$ cat src/rtl/instr_cache.sv
// -----------------------------------------------------------------------------
// instr_cache
//   Direct-mapped, read-only instruction cache: 8 lines of 16 bytes (4 words),
//   3-bit tag, one valid bit per line. Hits are served combinationally in the
//   same cycle. A miss stalls the CPU, fetches the whole 16-byte block from
//   instruction memory and installs it in the line.
//
// Ports
//   CLK           in   1    CPU clock, rising edge
//   RESET         in   1    synchronous, active-high reset
//   PC_ADDRESS    in   10   byte address of requested instruction ([1:0] ignored)
//   INSTRUCTION   out  32   fetched word, meaningful only while BUSYWAIT=0
//   BUSYWAIT      out  1    1 = instruction not ready, CPU holds its PC
//   MEM_READ      out  1    block read request to instruction memory
//   MEM_ADDRESS   out  6    block address {tag, index}
//   MEM_READDATA  in   128  returned block, word 0 in [31:0]
//   MEM_BUSYWAIT  in   1    memory busy servicing the read
//   o_dbg_state   out  2    current FSM state (IDLE=0, FETCH=1, FILL=2)
//
// Handshake: the CPU side is a stall protocol -- the request is PC_ADDRESS and
// it completes in the cycle BUSYWAIT is 0. On the memory side MEM_READ is held
// with a stable MEM_ADDRESS; the read is done on the first edge where
// MEM_BUSYWAIT is low after having been high at least once, and MEM_READDATA
// is captured on that edge. There is no timeout.
// -----------------------------------------------------------------------------
module instr_cache (
    input  logic         CLK,
    input  logic         RESET,
    input  logic [9:0]   PC_ADDRESS,
    output logic [31:0]  INSTRUCTION,
    output logic         BUSYWAIT,
    output logic         MEM_READ,
    output logic [5:0]   MEM_ADDRESS,
    input  logic [127:0] MEM_READDATA,
    input  logic         MEM_BUSYWAIT,
    output logic [1:0]   o_dbg_state
);

    typedef enum logic [1:0] {
        IDLE  = 2'd0,
        FETCH = 2'd1,
        FILL  = 2'd2
    } state_t;

    state_t         r_state;
    state_t         w_next_state;

    logic [7:0]     r_valid;
    logic [2:0]     r_tag  [8];
    logic [127:0]   r_data [8];

    logic [2:0]     r_lat_tag;
    logic [2:0]     r_lat_idx;
    logic           r_seen_busy;
    logic [127:0]   r_fill_data;
    logic [31:0]    r_instr_last;

    logic [2:0]     w_tag;
    logic [2:0]     w_idx;
    logic [1:0]     w_off;
    logic           w_hit;
    logic           w_lookup_hit;
    logic           w_mem_done;
    logic [31:0]    w_word;
    logic           w_unused_byte_bits;

    assign w_tag = PC_ADDRESS[9:7];
    assign w_idx = PC_ADDRESS[6:4];
    assign w_off = PC_ADDRESS[3:2];
    // Byte offset within the word is irrelevant to word-aligned fetches.
    assign w_unused_byte_bits = ^PC_ADDRESS[1:0];

    assign w_hit        = r_valid[w_idx] && (r_tag[w_idx] == w_tag);
    assign w_lookup_hit = (r_state == IDLE) && w_hit;
    assign w_word       = r_data[w_idx][{w_off, 5'b00000} +: 32];

    // Completion needs a busy phase first, so a memory that has not yet
    // reacted to MEM_READ is not mistaken for a finished read.
    assign w_mem_done   = r_seen_busy && !MEM_BUSYWAIT;

    assign MEM_ADDRESS  = {r_lat_tag, r_lat_idx};
    assign o_dbg_state  = r_state;

    // Outside a hit the last delivered word is held.
    assign INSTRUCTION  = w_lookup_hit ? w_word : r_instr_last;

    always_comb begin
        w_next_state = r_state;
        BUSYWAIT     = 1'b1;
        MEM_READ     = 1'b0;
        case (r_state)
            IDLE: begin
                BUSYWAIT = !w_hit;
                if (!w_hit) begin
                    w_next_state = FETCH;
                end
            end
            FETCH: begin
                MEM_READ = 1'b1;
                if (w_mem_done) begin
                    w_next_state = FILL;
                end
            end
            FILL: begin
                w_next_state = IDLE;
            end
            default: begin
                w_next_state = IDLE;
            end
        endcase
    end

    // Control state: FSM, valid bits, latched miss address.
    always_ff @(posedge CLK) begin
        if (RESET) begin
            r_state     <= IDLE;
            r_valid     <= '0;
            r_lat_tag   <= '0;
            r_lat_idx   <= '0;
            r_seen_busy <= 1'b0;
        end else begin
            r_state <= w_next_state;
            case (r_state)
                IDLE: begin
                    if (!w_hit) begin
                        r_lat_tag   <= w_tag;
                        r_lat_idx   <= w_idx;
                        r_seen_busy <= 1'b0;
                    end
                end
                FETCH: begin
                    if (MEM_BUSYWAIT) begin
                        r_seen_busy <= 1'b1;
                    end
                end
                FILL: begin
                    r_valid[r_lat_idx] <= 1'b1;
                end
                default: begin
                end
            endcase
        end
    end

    // Data-path storage: not cleared by reset, but never written while
    // RESET is high so an abandoned refill leaves nothing behind.
    always_ff @(posedge CLK) begin
        if (!RESET) begin
            if (r_state == FETCH && w_mem_done) begin
                r_fill_data <= MEM_READDATA;
            end
            if (r_state == FILL) begin
                r_data[r_lat_idx] <= r_fill_data;
                r_tag[r_lat_idx]  <= r_lat_tag;
            end
            if (w_lookup_hit) begin
                r_instr_last <= w_word;
            end
        end
    end

endmodule

$ cat config.mk
export PLATFORM = sky130hd
export DESIGN_NAME = instr_cache
export DESIGN_NICKNAME = d
export VERILOG_FILES = /design/src/rtl/instr_cache.sv
export SDC_FILE = /design/constraint.sdc
export NUM_CORES = 1
export LEC_CHECK = 0
export CORE_MARGIN = 8
export CORE_UTILIZATION = 30
export DETAILED_ROUTE_END_ITERATION = 16
export HOLD_SLACK_MARGIN = 0.15
export SLEW_MARGIN = 20
export SYNTH_ARGS = -nofsm -noshare
export SYNTH_HDL_FRONTEND = slang
export SYNTH_SLANG_ARGS = --single-unit
$ cat constraint.sdc
create_clock -name CLK -period 11.2 [get_ports CLK]
set_clock_uncertainty 0.15 [all_clocks]
set_input_delay 1.12 -clock CLK [delete_from_list [all_inputs] [get_ports CLK]]
set_output_delay 1.12 -clock CLK [all_outputs]
set_load 0.05 [all_outputs]
Word level (Yosys, flattened, before mapping)
Memories as Yosys holds them, arrays and structs flattened. Cells that the tools add are included.

Shifts and indexed selects: 1. Equal/unequal tests: 6. Multiplexer cells: 16. Reductions and logical operators: 13. $lt $le $gt $ge: 3. Bitwise gates (word level): 3.

Operators with widths (number): $shiftx 128x8->32 (1); $mux 32 (1); $mux 1 (9); $lt 3x4->1 const B (2); $or 8x8->8 (1); $ne 2x2->1 const B (3); $reduce_and 2->1 (3); $logic_and 1x1->1 (5); $mux 2 (2); $pmux 2 s2 (1); $bmux 1 s3 (1); $demux 1 s3 (1); $eq 3x3->1 (1); $ge 3x1->1 const B (1); $reduce_and 3->1 (1); $eq 2x1->1 const B (1); $eq 2x2->1 const B (1); $logic_not 1->1 (2); $logic_not 2->1 (1); $not 1->1 (2); $pmux 1 s2 (1); $reduce_bool 2->1 (1).

Output and inout bits: 42. Memories: 2. Word-level logic and storage cells: 51. Register bits after elaboration: 177. RAM bits: 1048.

Memories: r_data (depth 8, bits a word 128, read ports 1, clocked after memory_dff 0, wr ports 1, line 50) `logic [127:0] r_data [8];`; r_tag (depth 8, bits a word 3, read ports 1, clocked after memory_dff 0, wr ports 1, line 49) `logic [2:0] r_tag [8];`.

Depth between registers and ports, before layout
Depth after elaboration: 5. Mapped depth: 9. Depth with buffers taken out: 6.

Worst setup path before layout
OpenSTA, ideal clock, no wires.

Path type: reg2reg. Start point: register r_state[0], in the netlist o_dbg_state[0]. End point: register r_fill_data[0] (enable). Period minus slack after synthesis: 11.901 ns. Data required time: 10.250 ns. Stages on the path, launching flop included: 3. Slack: -0.701 ns. Data arrival time: 10.951 ns. Cells stage by stage: dfxtp_1 nor2b_1 nor3b_1.

Cells in the longest elaborated chain, start to end: 3.

Ends and longest elaborated chain: start, declared (line 45) `state_t r_state;`; start signal, assigned (line 122) `r_state <= w_next_state;`; $eq 2x1->1 (line 149) `if (r_state == FETCH && w_mem_done) begin`; $logic_and 1x1->1 (line 149); $reduce_and 2->1 (no line); end signal, assigned (line 150) `r_fill_data <= MEM_READDATA;`; end, declared (line 55) `logic [127:0] r_fill_data;`.

Every way passes these cells. A chain may end at the register's enable or synchronous reset.

Worst setup path in the final report
Start point: input port PC_ADDRESS[5]. End point: output port INSTRUCTION[16].

Cells in the longest elaborated chain, start to end: 5. Elaborated cells between the ends (all ways): 9. Classes of those cells: eq/ne: 1; shift: 1; mux: 3; reduce/logical: 2; memory: 2.

Ends and longest elaborated chain: start, declared (line 29) `input logic [9:0] PC_ADDRESS,`; branches (longest 4 deep; another with $mem_v2 8x128); $mux 32 *; end, declared (line 30) `output logic [31:0] INSTRUCTION,`.

Mark *: on every way between the ends. The select of a mux whose other input is x is not followed.

==> impl_metrics.yaml <==
outcome:
  status: "completed"
power:
  ir_worst_vdd_mv: 0.127
  powerDensity_nw_per_um2: 170
  cellLeakagePower_nw: 16.2
  p_total_w: 0.00907
synth:
  synth_fp_nets: 1902
  synth-async-reset-ratio_pct: 0
  syn_inst: 1761
  synth-edff-count: 1208
  ys_seq_area_share_pct: 80.5
  syn_avg_cell_area_um2: 25.8
  synth_compound_area_share_pct: 0.190
  synth_top_family_by_area: "multiplexers"
  syn_area_um2: 45500
  synth_xor_area_share_pct: 0.0577
  synth_cell_types: 24
  yosys.area_share.simple_pct: 0.322
  synth-seq-cells: 1225
  synth_fa_ha_area_share_pct: 0
  synthMuxAreaShare_pct: 18.1
  yosysWarnings: 0
  synth_ff_type: "edfxtp_1"
hold_path:
  holdCritStartpoint: "r_valid[3]"
  hold_path.class: "reg2reg"
  min_to: "r_valid[3]"
  worstHoldPathCells: 1
cts:
  cts_resized: 0
  cts_sinks: 1225
  cts_made_buffers: 112
  tritoncts: "done"
  h-tree-depth: 3
  clock_path_buffers: 3
  clkTransAtPathRegs_ps: 60
  cts_hold_buf: 0
  cts_setup_buffers: 0
  cts_root_buf: "clkbuf_16"
  clk_latency_ps: 700
floorplanning:
  coreArea_um2: 151000
  die_area_um2: 164000
  fp.dieW_um: 405
  std_cell_rows: 143
  die_y_um: 405
  initial_core_util_pct: 30.1
  pin_count: 183
grt:
  grt_usage_pct: 12.1
  grt_max_degree: 125
  grt_pass1_vias: 21000
  grt_overflow_total: 0
  grt_pass1_wl_um: 146000
  antenna_found_initial: 9
worst_setup_path:
  r2r_start: "o_dbg_state[1]"
  reg2reg_depth: 5
  crit_fanout: 112
  crit_arrival_ps: 5630
  reg2reg_to: "r_data[0][101]"
  r2r_slack_ps: 7550
  required_ps: 9930
  worst_setup_path_start_kind: "input pin"
  worstSetupPathType: "in2out"
  worst_setup_path_end_kind: "output pin"
placed_design:
  gp_congestion: 0.696
  port_buffers: 180
  dp_hpwl_um: 53300
  place_ws_ps: 4360
  place_inst: 3911
timing:
  slew_headroom_pct: 23.0
  setup_ws_ps: 4300
  min_period_ps: 6900
  fmaxAchievable_mhz: 145
  setup_viol: 0
  rsz0062_at_grt: "false"
  finalHoldViolCount: 0
  worst_slew_pin_slew_ps: 1160
  fin_setup_tns_ps: 0
  final_max_slew_viol_count: 0
  period_share_pct: 61.6
route:
  first_pass_iters: 5
  avgViaCountPerCell: 4.70
  vias: 19400
  postRouteAntennaNets: 0
  finalWirelength_um: 102000
  wl_per_cell_um: 24.7
  drc: 0
  drtIter0Drc: 1788
finish:
  layout-drive-gt1-share_pct: 27.8
  area_growth_pct: 17.3
  instances_no_fill: 4121
  nets: 2137
job:
  max_cap_violations: 0
[cell type report]
type                       count  area [um2]
fill                       13800       98000
sequential                  1225       36600
multi-input combinational    452        8580
clock buffer                 141        2910
tap                         2030        2540
timing repair buffer         203        2120
clock inverter                67         592
inverter                       2        8.76
antenna                        1        2.50
[kinds of logic after synthesis]
kind of cell,Yosys count
compound gates,11
xor+xnor,3
buf+inv,84
flops,1225
mux,408
simple gates,30
[how the worst max path moves through the flow]
stage | slack, ps | cells past startpoint | end | from
floorplan | 3410 | 3 | r_data[7][0] | RESET
global placement | 4330 | 9 | INSTRUCTION[12] | PC_ADDRESS[5]
detailed placement | 4360 | 9 | INSTRUCTION[12] | PC_ADDRESS[5]
CTS | 4330 | 9 | INSTRUCTION[12] | PC_ADDRESS[5]
global route | 4130 | 9 | INSTRUCTION[12] | PC_ADDRESS[5]
finish | 4300 | 9 | INSTRUCTION[16] | PC_ADDRESS[5]
[state kept, by name (all words and copies together) (netlist names)]
| signal | flops |
|---|---|
| r_data | 1024 |
| r_instr_last | 32 |
| r_lat_idx | 3 |
| r_fill_data | 128 |
| r_seen_busy | 1 |
| r_valid | 8 |
| r_lat_tag | 3 |
| o_dbg_state | 2 |
| r_tag | 24 |
[cells in the final DEF (no fill, tap or decap), types with 4 or more instances in the layout]
cell             Yosys  final
dfxtp_1             17     17
edfxtp_1          1208   1208
clkinv_1             1     30
buf_12               0     10
nand2b_1             5      5
clkdlybuf4s50_1      0    175
nor2_4               0      7
mux2_2              65     65
mux4_2             325    325
inv_6                0      6
nor2_1              14      7
clkbuf_1            36     29
bufinv_16            0      9
buf_4                2     13
clkinv_4             0      4
a21o_1               8      8
clkinv_2             0     15
mux2i_1             18     18
clkbuf_16            0    112
[cell usage after synthesis, types with 2 or more instances]
cell type | number | area (um2)
mux4_2 | 325 | 7320
buf_6 | 5 | 56.3
clkbuf_1 | 36 | 135
nor3_1 | 2 | 10.0
buf_2 | 32 | 160
nand2b_1 | 5 | 31.3
mux2_2 | 65 | 732
nor3b_1 | 3 | 22.5
a21oi_1 | 2 | 10.0
nand2_1 | 3 | 11.3
buf_4 | 2 | 15.0
buf_1 | 7 | 26.3
dfxtp_1 | 17 | 340
nor2_1 | 14 | 52.6
xor2_1 | 3 | 26.3
edfxtp_1 | 1208 | 36300
a21o_1 | 8 | 60.1
mux2i_1 | 18 | 180
[metal layers]
layer  vias up  part of all wire (%)  GRT usage (%)
met2       601                    51           20.8
met5         -                 0.013              0
met1     10500                    41           15.9
li1       8117                     -              -
met3       139                   6.0           2.66
met4         2                   1.9           2.56
[worst max-delay path, stage by stage]
cell and delay, ps:
buf_8 530, buf_12 510, mux4_2 620, xor2_1 240, nand4_1 200, nor2_4 200, buf_4 470, mux2_2 410
clkdlybuf4s50_1 740
[stage by stage]
step | util, % | hold slack (ps) | instance area [um2]
after CTS | 35.2 | 307 | 53300
after global placement | 32.9 | 278 | 49800
after detailed placement | 32.9 | 289 | 49800
after floorplan | - | 271 | 45500
final | 35.3 | 308 | 53400
after global routing | 35.3 | 322 | 53400
[power by group]
part | internal, W | total, W | switching (W)
clock | 0.00205 | 0.00367 | 0.00162
sequential | 0.00499 | 0.00500 | 0.0000109
combinational | 0.000199 | 0.000397 | 0.000198
total | 0.00724 | 0.00907 | 0.00183
No activity file was read; power rests on OpenSTA's default activity.
